**config.mk**
```make
export PLATFORM = sky130hd
export DESIGN_NAME = mul_share_arb
export DESIGN_NICKNAME = d
export VERILOG_FILES = /design/src/rtl/mul_share_arb.sv
export SDC_FILE = /design/constraint.sdc
export NUM_CORES = 1
export LEC_CHECK = 0
export CORE_MARGIN = 2
export CORE_UTILIZATION = 32
export DETAILED_ROUTE_END_ITERATION = 10
export PLACE_DENSITY = 0.7
export RECOVER_POWER = 50
export SYNTH_ARGS = -nofsm -noshare
export SYNTH_HDL_FRONTEND = slang
export SYNTH_SLANG_ARGS = --single-unit
```
**constraint.sdc**
```tcl
create_clock -name clk -period 2.8 [get_ports clk]
set_input_delay 0.42 -clock clk [delete_from_list [all_inputs] [get_ports clk]]
set_output_delay 0.42 -clock clk [all_outputs]
set_load 0.05 [all_outputs]
```
**src/rtl/mul_share_arb.sv**
```systemverilog
// Round-robin share of one pipelined 4x4 multiplier between two requesters.
// Requester-ID tags ride a shadow pipeline; MUL_SHARE_ARB_STATS_EN adds grant counters.
module mul_share_arb #(
    parameter int LAT = 2
) (
    input  logic        clk,
    input  logic        rst,
    input  logic        req0_valid,
    output logic        req0_ready,
    input  logic [3:0]  req0_a,
    input  logic [3:0]  req0_b,
    input  logic        req1_valid,
    output logic        req1_ready,
    input  logic [3:0]  req1_a,
    input  logic [3:0]  req1_b,
    output logic [3:0]  mul_a,
    output logic [3:0]  mul_b,
    input  logic [7:0]  mul_m,
    output logic        rsp0_valid,
    output logic        rsp1_valid,
    output logic [7:0]  rsp_m
`ifdef MUL_SHARE_ARB_STATS_EN
   ,output logic [15:0] gnt0_cnt,
    output logic [15:0] gnt1_cnt
`endif
);

    logic         ptr_q, ptr_d;
    logic         hs0, hs1;
    logic [3:0]   mul_a_q, mul_a_d, mul_b_q, mul_b_d;
    logic [LAT:0] tag_v_q, tag_v_d, tag_id_q, tag_id_d;
    logic [7:0]   rsp_m_q, rsp_m_d;
    logic         rsp0_q, rsp0_d, rsp1_q, rsp1_d;

    // ptr_q == 0 favours requester 0 on a tie
    always_comb begin
        req0_ready = req0_valid & (~req1_valid | ~ptr_q);
        req1_ready = req1_valid & (~req0_valid | ptr_q);
        hs0        = req0_valid & req0_ready;
        hs1        = req1_valid & req1_ready;

        ptr_d = ptr_q;
        if (hs0)      ptr_d = 1'b1;
        else if (hs1) ptr_d = 1'b0;

        mul_a_d = 4'd0;
        mul_b_d = 4'd0;
        if (hs0) begin
            mul_a_d = req0_a;
            mul_b_d = req0_b;
        end else if (hs1) begin
            mul_a_d = req1_a;
            mul_b_d = req1_b;
        end

        rsp_m_d = rsp_m_q;
        if (tag_v_q[LAT]) rsp_m_d = mul_m;
        rsp0_d = tag_v_q[LAT] & ~tag_id_q[LAT];
        rsp1_d = tag_v_q[LAT] &  tag_id_q[LAT];
    end

    // Bit 0 is the issue stage; bit LAT lines up with the product on mul_m.
    if (LAT == 0) begin : g_tag_nolat
        assign tag_v_d  = hs0 | hs1;
        assign tag_id_d = hs1;
    end else begin : g_tag_lat
        assign tag_v_d  = {tag_v_q[LAT-1:0],  hs0 | hs1};
        assign tag_id_d = {tag_id_q[LAT-1:0], hs1};
    end

    always_ff @(posedge clk) begin
        if (rst) begin
            ptr_q    <= 1'b0;
            mul_a_q  <= 4'd0;
            mul_b_q  <= 4'd0;
            tag_v_q  <= '0;
            tag_id_q <= '0;
            rsp_m_q  <= 8'd0;
            rsp0_q   <= 1'b0;
            rsp1_q   <= 1'b0;
        end else begin
            ptr_q    <= ptr_d;
            mul_a_q  <= mul_a_d;
            mul_b_q  <= mul_b_d;
            tag_v_q  <= tag_v_d;
            tag_id_q <= tag_id_d;
            rsp_m_q  <= rsp_m_d;
            rsp0_q   <= rsp0_d;
            rsp1_q   <= rsp1_d;
        end
    end

    assign mul_a      = mul_a_q;
    assign mul_b      = mul_b_q;
    assign rsp_m      = rsp_m_q;
    assign rsp0_valid = rsp0_q;
    assign rsp1_valid = rsp1_q;

`ifdef MUL_SHARE_ARB_STATS_EN
    logic [15:0] gnt0_q, gnt0_d, gnt1_q, gnt1_d;

    // Saturating handshake counters
    always_comb begin
        gnt0_d = gnt0_q;
        gnt1_d = gnt1_q;
        if (hs0 && gnt0_q != 16'hFFFF) gnt0_d = gnt0_q + 16'd1;
        if (hs1 && gnt1_q != 16'hFFFF) gnt1_d = gnt1_q + 16'd1;
    end

    always_ff @(posedge clk) begin
        if (rst) begin
            gnt0_q <= 16'd0;
            gnt1_q <= 16'd0;
        end else begin
            gnt0_q <= gnt0_d;
            gnt1_q <= gnt1_d;
        end
    end

    assign gnt0_cnt = gnt0_q;
    assign gnt1_cnt = gnt1_q;
`endif

endmodule

```
==> results of run 1 <==
[flip-flops by register name, summed over array words and instances (netlist names)]
signal / cells
ptr_q: 1
tag_v_q: 3
rsp1_valid: 1
rsp0_valid: 1
rsp_m: 8
mul_a: 4
mul_b: 4
tag_id_q: 3
[routing by layer]
metal / global-route usage [%] / part of all wire, %
met3: 4.032 / 12
met2: 23.81 / 48
met4: 4.878 / 0.44
met1: 11.94 / 40
met5: 0 / 0
[worst max-delay path, delay by kind of cell]
family	cells	cell delay (ns)
buffers and inverters	2	0.90
AO/OA/AOI/OAI	1	0.45
[how the worst max path moves through the flow]
stage	startpoint	to	slack, ns	depth (start not counted)
after floorplan	req0_valid	req0_ready	1.33	1
after global placement	req1_valid	req0_ready	0.71	3
after detailed placement	req1_valid	req0_ready	0.66	3
after CTS	req1_valid	req0_ready	0.65	3
after global routing	req1_valid	req0_ready	0.52	3
final	req1_valid	req0_ready	0.61	3
[layout make-up]
cell class	count	share of cell area [%]
Multi-Input combinational cell	46	22.94
Clock buffer	4	1.943
Timing Repair Buffer	47	35.34
Sequential cell	25	37.00
Tap cell	30	2.775
[metrics by stage]
step / cell area [um^2] / hold slack (ns) / std cells
floorplan: 838.3 / 0.3896 / 76
global placement: 1326 / 0.3928 / 148
detailed placement: 1326 / 0.4049 / 148
CTS: 1353 / 0.4225 / 152
global route: 1353 / 0.4451 / 152
finish: 1353 / 0.4203 / 152
[report_power, final]
part | switching (mW) | internal, mW | leakage (nW) | total [mW]
combinational | 0.0785 | 0.0713 | 0.281 | 0.150
sequential | 0.00742 | 0.372 | 0.205 | 0.379
clock | 0.0942 | 0.0555 | 0.0150 | 0.150
[synth_stat cells]
| cell type | number | share of area (%) |
|---|---|---|
| dfxtp_1 | 25 | 60 |
| nor2_1 | 19 | 8.5 |
| a32oi_1 | 8 | 8.4 |
| mux2i_1 | 8 | 9.6 |
| buf_2 | 4 | 2.4 |
| nor2b_1 | 4 | 3.0 |
| a211oi_1 | 1 | 0.90 |
| a21boi_2 | 1 | 1.3 |
| and2_4 | 1 | 1.0 |
| and3b_1 | 1 | 1.0 |
| buf_4 | 1 | 0.90 |
| nand2b_1 | 1 | 0.75 |
| nor2b_4 | 1 | 1.6 |
| nor3b_1 | 1 | 0.90 |
[logic make-up (layout without fill, tap and decap cells)]
kind of cell           Yosys count  in the layout  share of synthesized area (%)
buffers and inverters            5             51                          3.284
DFF                             25             25                          59.70
AOI/OAI and AO/OA               10             10                          10.60
muxes                            8              8                          9.553
and+or+nand+nor                 28             28                          16.87
==> results_dict.tcl, run 1 <==
set metrics [dict create \
    status "completed" \
    grt_pass1_wl_um 2691 \
    dp_hpwl_um 1394 \
    worstReg2RegStart "ptr_q$_SDFFE_PP0P_" \
    total_power_mw 0.6786 \
    gr-total-overflow 0 \
    timing.final.crit_share_pct 78.37 \
    ctsHoldBuffers 0 \
    core_um2 2477 \
    synth_cell_types 14 \
    ff2ff_setup_slack_ns 1.69 \
    slowest_delay_ns 0.70 \
    layout_common_cells "clkdlybuf4s50_1, dfxtp_1, nor2_1" \
    grt_pass1_vias 691 \
    setup_tns_ns 0 \
    p_leak_nw 0.5013 \
    cp-end-kind "output pin" \
    dieArea_um2 3045 \
    drive_gt1_share_pct 6.557 \
    die_h_um 55.19 \
    clk_latency_ns 0.30 \
    fin_skew_ns 0.002100 \
    synth_cells 76 \
    cts.path.max_buffers 2 \
    finalCriticalPeriod_ns 2.194 \
    areaGrowthSynthToFinish_pct 61.34 \
    post-route-util_pct 54.60 \
    multi_input_area_um2 310.3 \
    grt_usage_pct 12.35 \
    hold_end "rsp0_valid$_SDFF_PP0_" \
    worst-setup-path-type "in -> out" \
    yosys_register_bits 25 \
    ant_nets 0 \
    gp_congestion 0.6764 \
    cts_root_buf "clkbuf_4" \
    pre_cts_ws_ns 0.6581 \
    clock_sinks 25 \
    fillers 229 \
    rsz0062_at_grt "false" \
    cts_tree "done" \
    drtIter0Drc 6 \
    cp.arrival_ns 1.77 \
    final_common_cell "clkdlybuf4s50_1" \
    syn_area_um2 838.3 \
    hold_depth 1 \
    antenna_found_initial 0 \
    initial_utilization_pct 33.84 \
    setup_slack_ns 0.6056 \
    ios 48 \
    holdCritStartpoint "tag_id_q[2]$_SDFF_PP0_" \
    relSlewSlack_pct 40.60 \
    r2r_end "tag_id_q[0]$_SDFF_PP0_" \
    finalMaxSlewViolations 0 \
    synth.avg_cell_area_um2 11.03 \
    ir_drop_uv 354.5 \
    cp_slowest_cell "dlygate4sd3_1" \
    fmaxAchievable_mhz 455.7 \
    finalHoldViolCount 0 \
    first_pass_iters 2 \
    yosysWarningCount 0 \
    cp_max_fo 12 \
    grt_max_degree 26 \
    final_nets 151 \
    drc 0 \
    wl_per_cell_um 11.93 \
    startpoint_type "primary input" \
    cts.clk_slew.worst_paths_ns 0.12 \
    cp.required_ns 2.38 \
    regArea_um2 500.5 \
    cts_setup_buffers 0 \
    syn_nets 104 \
    pwr_density_cell_nw_per_um2 501.7 \
    cts_max_level 1 \
    setup_viol 0 \
    max_cap_violations 0 \
    path_cells "dlygate4sd3_1 > a21boi_2 > buf_12" \
    min-delay-path-class "reg -> reg" \
    core.rowCount 18 \
    cts-buffers-inserted 3 \
    cts.repair.resized 0 \
    num_antenna_cells 0 \
    ys_seq_area_share_pct 59.70 \
    die_x_um 55.19 \
    routed-via-count 694 \
    wl_um 1814 \
    vias_per_cell 4.566 \
    tightest_slew_ns 0.8881 \
    ff2ff_path_depth 3 \
    io_buffers 47 \
]
(Power assumes the default switching activity.)
==> run 2: changes to the inputs <==
==> constraint.sdc (replaced) <==
create_clock -name clk -period 2.2 [get_ports clk]
set_input_delay 0.33 -clock clk [delete_from_list [all_inputs] [get_ports clk]]
set_output_delay 0.33 -clock clk [all_outputs]
set_load 0.05 [all_outputs]
==> run 2 against run 1 <==
Combinational power increased by 31%. Global-route usage grew 1.0 points. Largest power group unchanged. Clock skew up 0.0016 ns. Critical path depth rose by 1. Sequential share of layout area is 0.77 points lower. Sequential power grew 27%. Register-to-register slack got worse by 0.68 ns. Total power rose by 29%. Via count up 4.9%.
==> results_dict.tcl, run 2 (synthesis results as in run 1) <==
set metrics [dict create \
    grt_usage_pct 13.39 \
    clk_latency_ns 0.30 \
    gr-total-overflow 0 \
    layout_common_cells "clkdlybuf4s50_1, dfxtp_1, nor2_1" \
    cts_root_buf "clkbuf_4" \
    cp_max_fo 9 \
    finalCriticalPeriod_ns 1.829 \
    cts_setup_buffers 0 \
    ctsHoldBuffers 0 \
    p_leak_nw 0.5131 \
    final_common_cell "clkdlybuf4s50_1" \
    fillers 237 \
    drive_gt1_share_pct 7.200 \
    cp-end-kind "output pin" \
    rsz0062_at_grt "false" \
    areaGrowthSynthToFinish_pct 64.78 \
    p_comb_share_pct 22.6 \
    hold_ws_ns 0.4179 \
    p_seq_share_pct 55.3 \
    grt_max_degree 15 \
    cts_max_level 1 \
    first_pass_iters 3 \
    final_nets 154 \
    cts.clk_slew.worst_paths_ns 0.12 \
    fin_skew_ns 0.003702 \
    gp_congestion 0.6573 \
    finalHoldViolCount 0 \
    die_h_um 55.19 \
    dieArea_um2 3045 \
    clock_sinks 25 \
    cp.required_ns 1.87 \
    wl_um 1858 \
    fmaxAchievable_mhz 546.7 \
    slowest_delay_ns 0.52 \
    relSlewSlack_pct 64.51 \
    ant_nets 0 \
    num_antenna_cells 0 \
    drtIter0Drc 6 \
    max_cap_violations 0 \
    worst-setup-path-type "in -> out" \
    cts-buffers-inserted 3 \
    pwr_density_cell_nw_per_um2 631.5 \
    dp_hpwl_um 1455 \
    min-delay-path-class "reg -> reg" \
    ios 48 \
    ir_drop_uv 315.1 \
    clkPwrFrac_pct 22.1 \
    path_cells "clkdlybuf4s50_1 > nand2b_1 > and2_0 > buf_12" \
    io_buffers 47 \
    finalMaxSlewViolations 0 \
    wl_per_cell_um 11.99 \
    core_um2 2477 \
    p_switching_mw 0.2325 \
    grt_pass1_vias 727 \
    status "completed" \
    cts.repair.resized 0 \
    cts_tree "done" \
    grt_pass1_wl_um 2918 \
    drc 0 \
    largest_reg_flops 8 \
    core.rowCount 18 \
    p_int_mw 0.6398 \
    initial_utilization_pct 33.84 \
    antenna_found_initial 0 \
    setup_tns_ns 0 \
    routed-via-count 728 \
    netSwitchingFraction_pct 26.66 \
    cp_slowest_cell "clkdlybuf4s50_1" \
    tightest_slew_ns 0.5306 \
    setup_viol 0 \
    startpoint_type "primary input" \
    die_x_um 55.19 \
    vias_per_cell 4.697 \
    cts.path.max_buffers 2 \
    timing.final.crit_share_pct 83.14 \
    cp.arrival_ns 1.50 \
]
-- run 2: area by class of cell --
cell class              count  area [um^2]  share of cell area [%]
multi-input cells          46        307.8                   22.28
repair buffers             50        509.2                   36.87
clock buffers               4        26.28                   1.902
flip-flops and latches     25        500.5                   36.23
well taps                  30        37.54                   2.717
-- run 2: worst paths after layout --
kind	startpoint	to	slack, ns	cells after the start
max reg2reg	ptr_q$_SDFFE_PP0P_	tag_id_q[0]$_SDFF_PP0_	1.01	3
min reg2reg	tag_id_q[2]$_SDFF_PP0_	rsp0_valid$_SDFF_PP0_	0.42	1
min	tag_id_q[2]$_SDFF_PP0_	rsp0_valid$_SDFF_PP0_	0.42	1
max	req0_valid	req1_ready	0.37	4
-- run 2: worst max-delay path, delay by kind of cell --
family | cells | cell delay, ns
buffers and inverters | 2 | 0.69
and+or+nand+nor | 2 | 0.48
-- run 2: layer usage --
layer | global-route usage [%] | part of all wire (%) | vias to the layer above
met1 | 13.84 | 40 | 333
met5 | 0 | 0 | -
met3 | 4.301 | 11 | 2
met4 | 4.878 | 0.65 | 0
li1 | - | - | 358
met2 | 25.00 | 48 | 35
-- run 2: per-stage QoR --
stage	power, mW	utilization (%)	setup slack, ns	area [um^2]	instances
final	0.8723	55.76	0.3708	1381	155
after global placement	0.6912	54.95	0.4458	1361	151
after floorplan	0.5945	-	0.9050	838.3	76
after detailed placement	0.6944	54.95	0.4165	1361	151
after CTS	0.8825	56.01	0.3952	1388	155
after global routing	0.9142	55.76	0.2788	1381	155
-- run 2: power by group through the flow --
| stage | Clock [mW] | Sequential [mW] | Combinational, mW |
|---|---|---|---|
| global route | 0.219 | 0.485 | 0.210 |
| floorplan | 0 | 0.539 | 0.0550 |
| finish | 0.192 | 0.482 | 0.197 |
| global placement | 0 | 0.492 | 0.199 |
| detailed placement | 0 | 0.493 | 0.201 |
| CTS | 0.197 | 0.483 | 0.202 |
==> run 3: changes to the inputs <==
--- a/config.mk
+++ b/config.mk
@@ -8,7 +8,7 @@
 export CORE_MARGIN = 2
 export CORE_UTILIZATION = 32
 export DETAILED_ROUTE_END_ITERATION = 10
-export PLACE_DENSITY = 0.7
+export PLACE_DENSITY = 0.73
 export RECOVER_POWER = 50
 export SYNTH_ARGS = -nofsm -noshare
 export SYNTH_HDL_FRONTEND = slang
==> constraint.sdc (replaced) <==
create_clock -name clk -period 1.6 [get_ports clk]
set_input_delay 0.24 -clock clk [delete_from_list [all_inputs] [get_ports clk]]
set_output_delay 0.24 -clock clk [all_outputs]
set_load 0.05 [all_outputs]
==> run 3 against run 2 <==
Combinational power rose by 35%. Via count fell by 1.4%. Die area did not move. Sequential power grew 38%. Largest power group unchanged. Global-route usage is essentially flat. Highest routed layer unchanged. Critical path depth did not move.
==> results_dict.tcl, run 3 (synthesis results as in run 1) <==
set metrics [dict create \
    pre_cts_ws_ns 0.1033 \
    core_um2 2477 \
    cp-end-kind "output pin" \
    cp_max_fo 9 \
    critical-path-top-delay-family "buffers and inverters" \
    path_buf_inv 3 \
    clk_latency_ns 0.31 \
    startpoint_type "primary input" \
    post-route-util_pct 53.64 \
    timing.final.crit_share_pct 93.73 \
    slowest_delay_ns 0.52 \
    first_pass_iters 3 \
    min-delay-path-class "reg -> reg" \
    status "completed" \
    fillers 233 \
    ff2ff_setup_slack_ns 0.50 \
    gp_congestion 0.6744 \
    p_leak_nw 0.5359 \
    layout_common_cells "clkdlybuf4s50_1, dfxtp_1, nor2_1" \
    cp.arrival_ns 1.26 \
    r2r_end "rsp_m[3]$_SDFFE_PP0P_" \
    cp_slowest_cell "clkdlybuf4s50_1" \
    grt_pass1_wl_um 2835 \
    die_x_um 55.19 \
    grt_usage_pct 13.37 \
    grt_pass1_vias 668 \
    fin_skew_ns 0.008384 \
    areaGrowthSynthToFinish_pct 58.51 \
    cts_tree "done" \
    wl_per_cell_um 12.28 \
    vias_per_cell 4.603 \
    finalCriticalPeriod_ns 1.500 \
    drive_gt1_share_pct 19.84 \
    die_h_um 55.19 \
    cp.required_ns 1.36 \
    cts-buffers-inserted 3 \
    pwr_density_cell_nw_per_um2 905.2 \
    gr-total-overflow 0 \
    setup_viol 0 \
    worstReg2RegStart "tag_v_q[2]$_SDFF_PP0_" \
    max_cap_violations 0 \
    cts_max_level 1 \
    final_common_cell "clkdlybuf4s50_1" \
    cts_root_buf "clkbuf_4" \
    largest_reg_flops 8 \
    cts.clk_slew.worst_paths_ns 0.13 \
    tightest_slew_ns 0.6239 \
    clock_sinks 25 \
    relSlewSlack_pct 58.58 \
    final_nets 155 \
    highest_layer "met4" \
    worst-setup-path-type "in -> out" \
    cp.depth 4 \
    rsz0062_at_grt "false" \
    wl_met1_um 793 \
    routed-via-count 718 \
    dieArea_um2 3045 \
    num_antenna_cells 0 \
    worstSetupStartpoint "req0_valid" \
    finalHoldViolCount 0 \
    cts_setup_buffers 0 \
    crit_end "req0_ready" \
    antenna_found_initial 0 \
    dp_hpwl_um 1425 \
    ant_nets 0 \
    fmaxAchievable_mhz 666.8 \
    wl_met2_um 888 \
    met3_length_um 219 \
    cts.path.max_buffers 2 \
    io_buffers 47 \
    ir_drop_uv 460.1 \
    path_cells "clkdlybuf4s50_1 > a21boi_2 > buf_4 > buf_12" \
    ff2ff_path_depth 2 \
    core.rowCount 18 \
    grt_max_degree 26 \
    ios 48 \
    finalMaxSlewViolations 0 \
    drtIter0Drc 17 \
    initial_utilization_pct 33.84 \
    drc 0 \
    ctsHoldBuffers 0 \
    wl_um 1915 \
    setup_tns_ns 0 \
    cts.repair.resized 0 \
    setup_slack_ns 0.1003 \
]
run 3: changes by cell type in the layout (fill, tap and decap cells not counted), sizes merged:
| cell | delta |
|---|---|
| buf | +14 |
| clkdlybuf4s50 | -18 |
| clkbuf | +5 |
run 3: cell type report:
type                       instances  area, um^2  share of cell area (%)
clock buffer                       4       26.28                   1.977
timing repair buffer              51       454.2                   34.18
multi-input combinational         46       310.3                   23.35
sequential                        25       500.5                   37.66
tap                               30       37.54                   2.825
run 3: worst min-delay path by stage:
stage	start	end	slack [ns]	cells after the start
finish	tag_id_q[2]$_SDFF_PP0_	rsp0_valid$_SDFF_PP0_	0.42	1
global route	tag_id_q[2]$_SDFF_PP0_	rsp0_valid$_SDFF_PP0_	0.44	1
CTS	tag_id_q[2]$_SDFF_PP0_	rsp0_valid$_SDFF_PP0_	0.43	1
detailed placement	tag_id_q[2]$_SDFF_PP0_	rsp0_valid$_SDFF_PP0_	0.41	1
global placement	tag_id_q[2]$_SDFF_PP0_	rsp0_valid$_SDFF_PP0_	0.39	1
floorplan	rst	tag_id_q[0]$_SDFF_PP0_	0.30	1
run 3: per-layer routing:
layer	track usage (%)	up-vias
li1	-	362
met1	14.29	322
met2	22.82	32
met3	5.645	2
met4	6.098	0
met5	0	-
run 3: worst reg2reg max path: stages (launching register included):
cell and delay (ns):
dfxtp_1 0.66, mux2i_1 0.27, nor2_1 0.06
run 3: through the flow:
stage	hold slack, ns	total power [mW]	instances	cell area [um^2]
2_1_floorplan	0.3043	0.8174	76	838.3
3_3_place_gp	0.3923	0.9473	152	1324
3_5_place_dp	0.4063	0.9515	152	1324
4_1_cts	0.4269	1.223	156	1350
5_1_grt	0.4446	1.262	156	1329
6_report	0.4210	1.203	156	1329
run 3: where the power goes:
part	switching, mW	total [mW]	internal, mW
sequential	0.0134	0.664	0.650
combinational	0.141	0.266	0.125
clock	0.176	0.273	0.0972
